`src/rtl/core_pkg.sv`:
```
// Shared types for the instruction/data memory arbiter.
package core_pkg;

    // Arbiter FSM: one memory transaction in flight at a time.
    typedef enum logic [1:0] {
        IDLE = 2'd0,
        REQ  = 2'd1,
        RESP = 2'd2
    } arb_state_t;

    // Which requester owns the transaction currently in flight.
    typedef enum logic [1:0] {
        OWN_NONE = 2'd0,
        OWN_I    = 2'd1,
        OWN_D    = 2'd2
    } owner_t;

endpackage

```
`src/rtl/arb_pick.sv`:
```
// Combinational winner selection between fetch and data requesters.
// Data wins ties unless its streak has hit the limit, then fetch wins.
module arb_pick (
    input  logic i_req,
    input  logic d_req,
    input  logic streak_max_hit,
    output logic grant_i,
    output logic grant_d
);

    // At most one grant; the tie-break flips only at the streak limit.
    always_comb begin
        grant_i = i_req & (~d_req | streak_max_hit);
        grant_d = d_req & (~i_req | ~streak_max_hit);
    end

endmodule

```
`src/rtl/mem_arbiter.sv`:
```
// Serialises the core's fetch and load/store ports onto one single-port
// memory. IDLE picks a winner and latches its request, REQ holds m_req
// until the memory accepts it, RESP waits for the completion and pulses
// the owner's rvalid before returning to IDLE.
//
// Handshake rules: a requester holds *_req until its *_gnt pulse (gnt is
// combinational in IDLE, same cycle as req); m_req and the m_* fields are
// held stable until the cycle m_gnt=1 and drop on the next cycle; m_rvalid
// is accepted only in RESP, and *_rvalid pulses one cycle after it, so a
// new grant can never coincide with an rvalid pulse.
module mem_arbiter
    import core_pkg::*;
#(
    parameter int AW           = 32,
    parameter int DW           = 32,
    parameter int MAX_D_STREAK = 4
) (
    input  logic            clk,
    input  logic            rst,
    input  logic            i_req,
    input  logic [AW-1:0]   i_addr,
    output logic            i_gnt,
    output logic            i_rvalid,
    output logic [DW-1:0]   i_rdata,
    input  logic            d_req,
    input  logic            d_we,
    input  logic [AW-1:0]   d_addr,
    input  logic [DW-1:0]   d_wdata,
    input  logic [DW/8-1:0] d_be,
    output logic            d_gnt,
    output logic            d_rvalid,
    output logic [DW-1:0]   d_rdata,
    output logic            m_req,
    output logic            m_we,
    output logic [AW-1:0]   m_addr,
    output logic [DW-1:0]   m_wdata,
    output logic [DW/8-1:0] m_be,
    input  logic            m_gnt,
    input  logic            m_rvalid,
    input  logic [DW-1:0]   m_rdata,
    output arb_state_t      dbg_state
);

    localparam int SW = $clog2(MAX_D_STREAK + 1);

    arb_state_t    state;
    owner_t        owner;
    logic [SW-1:0] streak;
    logic          streak_max_hit;
    logic          grant_i;
    logic          grant_d;
    logic          rst_q;

    assign streak_max_hit = (streak == SW'(MAX_D_STREAK));

    arb_pick u_pick (
        .i_req          (i_req),
        .d_req          (d_req),
        .streak_max_hit (streak_max_hit),
        .grant_i        (grant_i),
        .grant_d        (grant_d)
    );

    // Grants are only offered from IDLE, and never while reset is applied.
    always_comb begin
        i_gnt     = ~rst & (state == IDLE) & grant_i;
        d_gnt     = ~rst & (state == IDLE) & grant_d;
        dbg_state = state;
    end

    // FSM, latched memory request fields and response capture.
    always_ff @(posedge clk) begin
        if (rst) begin
            state    <= IDLE;
            owner    <= OWN_NONE;
            m_req    <= 1'b0;
            m_we     <= 1'b0;
            m_addr   <= '0;
            m_wdata  <= '0;
            m_be     <= '0;
            i_rvalid <= 1'b0;
            d_rvalid <= 1'b0;
            i_rdata  <= '0;
            d_rdata  <= '0;
        end else begin
            i_rvalid <= 1'b0;
            d_rvalid <= 1'b0;
            case (state)
                IDLE: begin
                    if (grant_d) begin
                        owner   <= OWN_D;
                        m_req   <= 1'b1;
                        m_we    <= d_we;
                        m_addr  <= d_addr;
                        m_wdata <= d_wdata;
                        m_be    <= d_be;
                        state   <= REQ;
                    end else if (grant_i) begin
                        owner   <= OWN_I;
                        m_req   <= 1'b1;
                        m_we    <= 1'b0;
                        m_addr  <= i_addr;
                        m_wdata <= '0;
                        m_be    <= '1;
                        state   <= REQ;
                    end
                end
                REQ: begin
                    if (m_gnt) begin
                        m_req <= 1'b0;
                        state <= RESP;
                    end
                end
                RESP: begin
                    // The rvalid pulse is out this cycle; release the bus.
                    if (i_rvalid || d_rvalid) begin
                        owner <= OWN_NONE;
                        state <= IDLE;
                    end else if (m_rvalid) begin
                        if (owner == OWN_I) begin
                            i_rvalid <= 1'b1;
                            i_rdata  <= m_rdata;
                        end else begin
                            d_rvalid <= 1'b1;
                            d_rdata  <= m_rdata;
                        end
                    end
                end
                default: state <= IDLE;
            endcase
        end
    end

    // Consecutive data grants made while a fetch was waiting.
    always_ff @(posedge clk) begin
        if (rst) begin
            streak <= '0;
        end else if (d_gnt) begin
            if (!i_req)
                streak <= '0;
            else if (!streak_max_hit)
                streak <= streak + SW'(1);
        end else if (i_gnt) begin
            streak <= '0;
        end
    end

    // Delayed reset, so a response already in flight at reset is tolerated.
    always_ff @(posedge clk) begin
        rst_q <= rst;
    end

    // The memory must only complete while a transaction is awaiting it.
    rvalid_only_in_resp: assert property (
        @(posedge clk) disable iff (rst || rst_q)
        !(m_rvalid && (state != RESP))
    );

endmodule

```
`config.mk`:
```
export PLATFORM = sky130hd
export DESIGN_NAME = mem_arbiter
export DESIGN_NICKNAME = d
export VERILOG_FILES = /design/src/rtl/core_pkg.sv /design/src/rtl/arb_pick.sv /design/src/rtl/mem_arbiter.sv
export SDC_FILE = /design/constraint.sdc
export NUM_CORES = 1
export LEC_CHECK = 0
export BUFFER_PORTS_ARGS = -buffer_cell sky130_fd_sc_hd__buf_2
export CORE_ASPECT_RATIO = 0.9
export CORE_MARGIN = 2
export CORE_UTILIZATION = 53
export CTS_BUF_LIST = sky130_fd_sc_hd__clkbuf_8
export DETAILED_ROUTE_END_ITERATION = 16
export PLACE_DENSITY = 0.88
export SYNTH_ARGS = -nofsm -noshare
export SYNTH_HDL_FRONTEND = slang
export SYNTH_SLANG_ARGS = --single-unit
```
`constraint.sdc`:
```
create_clock -name clk -period 3.5 [get_ports clk]
set_input_delay 0.35 -clock clk [delete_from_list [all_inputs] [get_ports clk]]
set_output_delay 0.35 -clock clk [all_outputs]
set_load 0.03 [all_outputs]
```
==> qor.txt <==
CTS resizes -> 0
Clock latency on the worst-skew pair -> 0.46 ns
Largest net degree at the start of global routing -> 90
Setup TNS -> 0 ns
Cell Rows -> 37
First-pass GRT wire length -> 30.46 mm
Post-synthesis sequential area ratio -> 0.4563
IO buf count -> 278
Switch share -> 0.3100
Part of the power in registers -> 0.467
Initial DRT Pass Iterations -> 5
Max-slew violations -> 0
WS Path Type -> flip-flop to output port
Post-route ant nets -> 0
Power per Cell Area -> 475.3 nW/µm²
Mapped Area -> 6274 µm²
DRT iter0 DRCs -> 647
Switching power total -> 1175 µW
Syn Area/Cell -> 9.040 µm²
Synthesized instance count -> 694
Max VDD drop -> 340.7 µV
CTS tree -> built
Top cell family by delay on the critical path -> buffers and inverters
CP Launch Type -> flip-flop
Max Freq -> 0.3632 GHz
RSZ-0062 raised after global routing -> no
Combinational share of power -> 0.197
CTS Buffer Depth -> 2
Clock sinks -> 143
Synthesized Nets -> 835
Total Routed Length -> 19.44 mm
Setup Viol. Count Final -> 0
Vias per Instance -> 6.089
Int Power -> 2616 µW
Gpl congestion -> 0.8198
Root Driver -> clkbuf_8
Clock Skews -> 0.01350 ns
Initial Utilization -> 0.5464
Tcrit/Tclk final -> 0.7867
Die Wd -> 118.7 µm
Crit path max-delay cell type -> buf_4
Vias in the first global route -> 5969
LEAKAGE -> 0.003394 µW
Slew HR -> 0.5087
Final-report hold violation count -> 0
CP peak stage delay -> 0.53 ns
Setup crit end kind -> output port
WP buf/inv -> 3
#FFs+latches synth -> 143
CTS Hold Buffers Added -> 0
Power share of the clock group -> 0.336
Die H -> 107.2 µm
Worst Hold Margin -> 0.1300 ns
P&R area growth vs syn -> 27.14%
CP required -> 3.15 ns
Vias -> 6552
Routed wire per std cell -> 18.07 µm
Die ar. -> 12720 µm²
Ratio of cells with drive above 1 in the final layout -> 0.3620
Post-CTS setup buffers -> 0
Worst-Margin Slew -> 0.7369 ns
Library cells used by synthesis -> 37
CTS HTree Levels -> 4
Run status -> finished, final reports clean
Worst hold path type -> input port to flip-flop
CP Cell Sequence -> inv_1, ha_1, nand3_2, buf_4, and2_1, and3_1, buf_2
Crit path DAT -> 2.40 ns
Global Route Usage Sum -> 0.2984
Yosys warns -> 0
Crit Path Max Fanout -> 67
Post-DP HPWL -> 12.86 mm
Fillcell total -> 939
CTS buffer count -> 17
Min Tclk post-route -> 2.753 ns
Drt drc -> 0
# diodes -> 0
Total gr overflow -> 0
IO Pins -> 279
Max_cap viols -> 0
Nets -> 1050
Register clock-pin slew on the reported worst setup and hold paths -> 0.08 ns
Core Box Area -> 11480 µm²
Initial antenna violation count -> 0
## cell type report
cell class	count	area [µm²]	area share
clock buffer	19	261.5	0.03278
clock inverter	11	118.9	0.01490
inverter	4	15.01	0.001882
multi-input combinational	453	3014	0.3779
sequential	143	2863	0.3589
tap	156	195.2	0.02447
timing repair buffer	290	1509	0.1892
## registers in the layout, indices dropped and copies added, names as in the netlist
register / flops
owner: 2
m_addr: 32
d_rdata: 32
m_be: 4
d_rvalid: 1
dbg_state: 2
m_we: 1
m_wdata: 32
streak: 3
m_req: 1
i_rdata: 32
i_rvalid: 1
## synth_stat cells
cell | number | share of area
or2_2 | 1 | 0.0010
nand3b_1 | 1 | 0.0012
buf_6 | 6 | 0.011
mux2i_1 | 32 | 0.051
nor3_1 | 9 | 0.0072
buf_1 | 4 | 0.0024
nor4_1 | 64 | 0.064
o21ba_2 | 1 | 0.0016
clkbuf_1 | 81 | 0.048
or4b_2 | 1 | 0.0016
o311ai_0 | 1 | 0.0014
dfxtp_1 | 143 | 0.46
nor2b_1 | 1 | 0.0010
nor2_1 | 4 | 0.0024
and2_1 | 2 | 0.0020
o31ai_1 | 1 | 0.0012
a211oi_1 | 4 | 0.0048
or3_1 | 2 | 0.0020
buf_4 | 3 | 0.0036
o21bai_1 | 1 | 0.0012
nor3b_1 | 1 | 0.0012
nand2_1 | 36 | 0.022
nand3_1 | 3 | 0.0024
a31oi_1 | 2 | 0.0020
and3_1 | 2 | 0.0020
inv_1 | 4 | 0.0024
a2111oi_0 | 33 | 0.046
nand2b_1 | 34 | 0.034
or2_1 | 1 | 0.0010
a31o_2 | 2 | 0.0028
a31o_1 | 30 | 0.042
nand4_1 | 35 | 0.035
o21ai_0 | 37 | 0.030
nor4b_1 | 33 | 0.046
a21oi_1 | 75 | 0.060
ha_1 | 2 | 0.0040
or3_4 | 2 | 0.0036
## cell families after synthesis
kind of cell    after synthesis  share of synthesized area
compound gates              187                     0.1923
fa+ha+maj                     2                   0.003988
mux                          32                    0.05106
flops                       143                     0.4563
simple gates                232                     0.2288
buf+inv                      98                    0.06761
## worst reg2reg max path: cells and delay by family, from the launching register on
kind          cells  cell delay [ns]
buf+inv           2             0.79
flops             1             0.59
mux               1             0.28
simple gates      2             0.58
## cell usage in the layout, fill, tap and decap left out, drive strengths merged, types with 5 or more instances in the layout
| cell | count |
|---|---|
| clkinv | 5 |
| a21oi | 75 |
| nor4b | 33 |
| mux2i | 32 |
| a31o | 32 |
| nand2b | 34 |
| a2111oi | 33 |
| buf | 290 |
| inv | 5 |
| dfxtp | 143 |
| nand2 | 36 |
| clkbuf | 19 |
| o21ai | 37 |
| nor4 | 64 |
| nor3 | 9 |
| nand4 | 35 |
## power by group through the flow
stage | Combinational, µW | Sequential (µW) | Clock, µW
global route | 805 | 1780 | 1360
CTS | 741 | 1770 | 1290
finish | 746 | 1770 | 1270
floorplan | 328 | 1970 | 0
detailed placement | 737 | 1800 | 0
global placement | 728 | 1800 | 0
## path summary, 6_finish.rpt
check                            startpoint  slack (ns)  depth (start not counted)                   endpoint
hold / removal                        m_gnt        0.13                          2  dbg_state[0]$_SDFFE_PP0P_
setup / recovery     streak[0]$_SDFFE_PP0P_        0.75                          7                      d_gnt
hold reg to reg     i_rdata[2]$_SDFFE_PP0P_        0.45                          2    i_rdata[2]$_SDFFE_PP0P_
setup reg to reg  dbg_state[1]$_SDFFE_PP0P_        1.18                          5   i_rdata[23]$_SDFFE_PP0P_
## routing by layer
layer / part of all wire / global-route usage / vias up / wire length [µm]
met5: 0 / 0 / - / 0
met4: 0.025 / 0.1241 / 0 / 488
met3: 0.084 / 0.08138 / 40 / 1632
met2: 0.49 / 0.4815 / 351 / 9476
met1: 0.40 / 0.3778 / 3082 / 7847
li1: - / - / 3079 / -
## metrics by stage
step           setup slack, ns  cell area, µm²  power, µW  utilization  std cells
2_1_floorplan            1.410            6274       2294            -        694
3_3_place_gp             1.274            7596       2532       0.6616       1046
3_5_place_dp             1.185            7596       2542       0.6616       1046
4_1_cts                 0.7545            7976       3804       0.6947       1076
5_1_grt                 0.5817            7976       3949       0.6947       1076
6_report                0.7465            7976       3791       0.6947       1076
(Power assumes the default switching activity.)
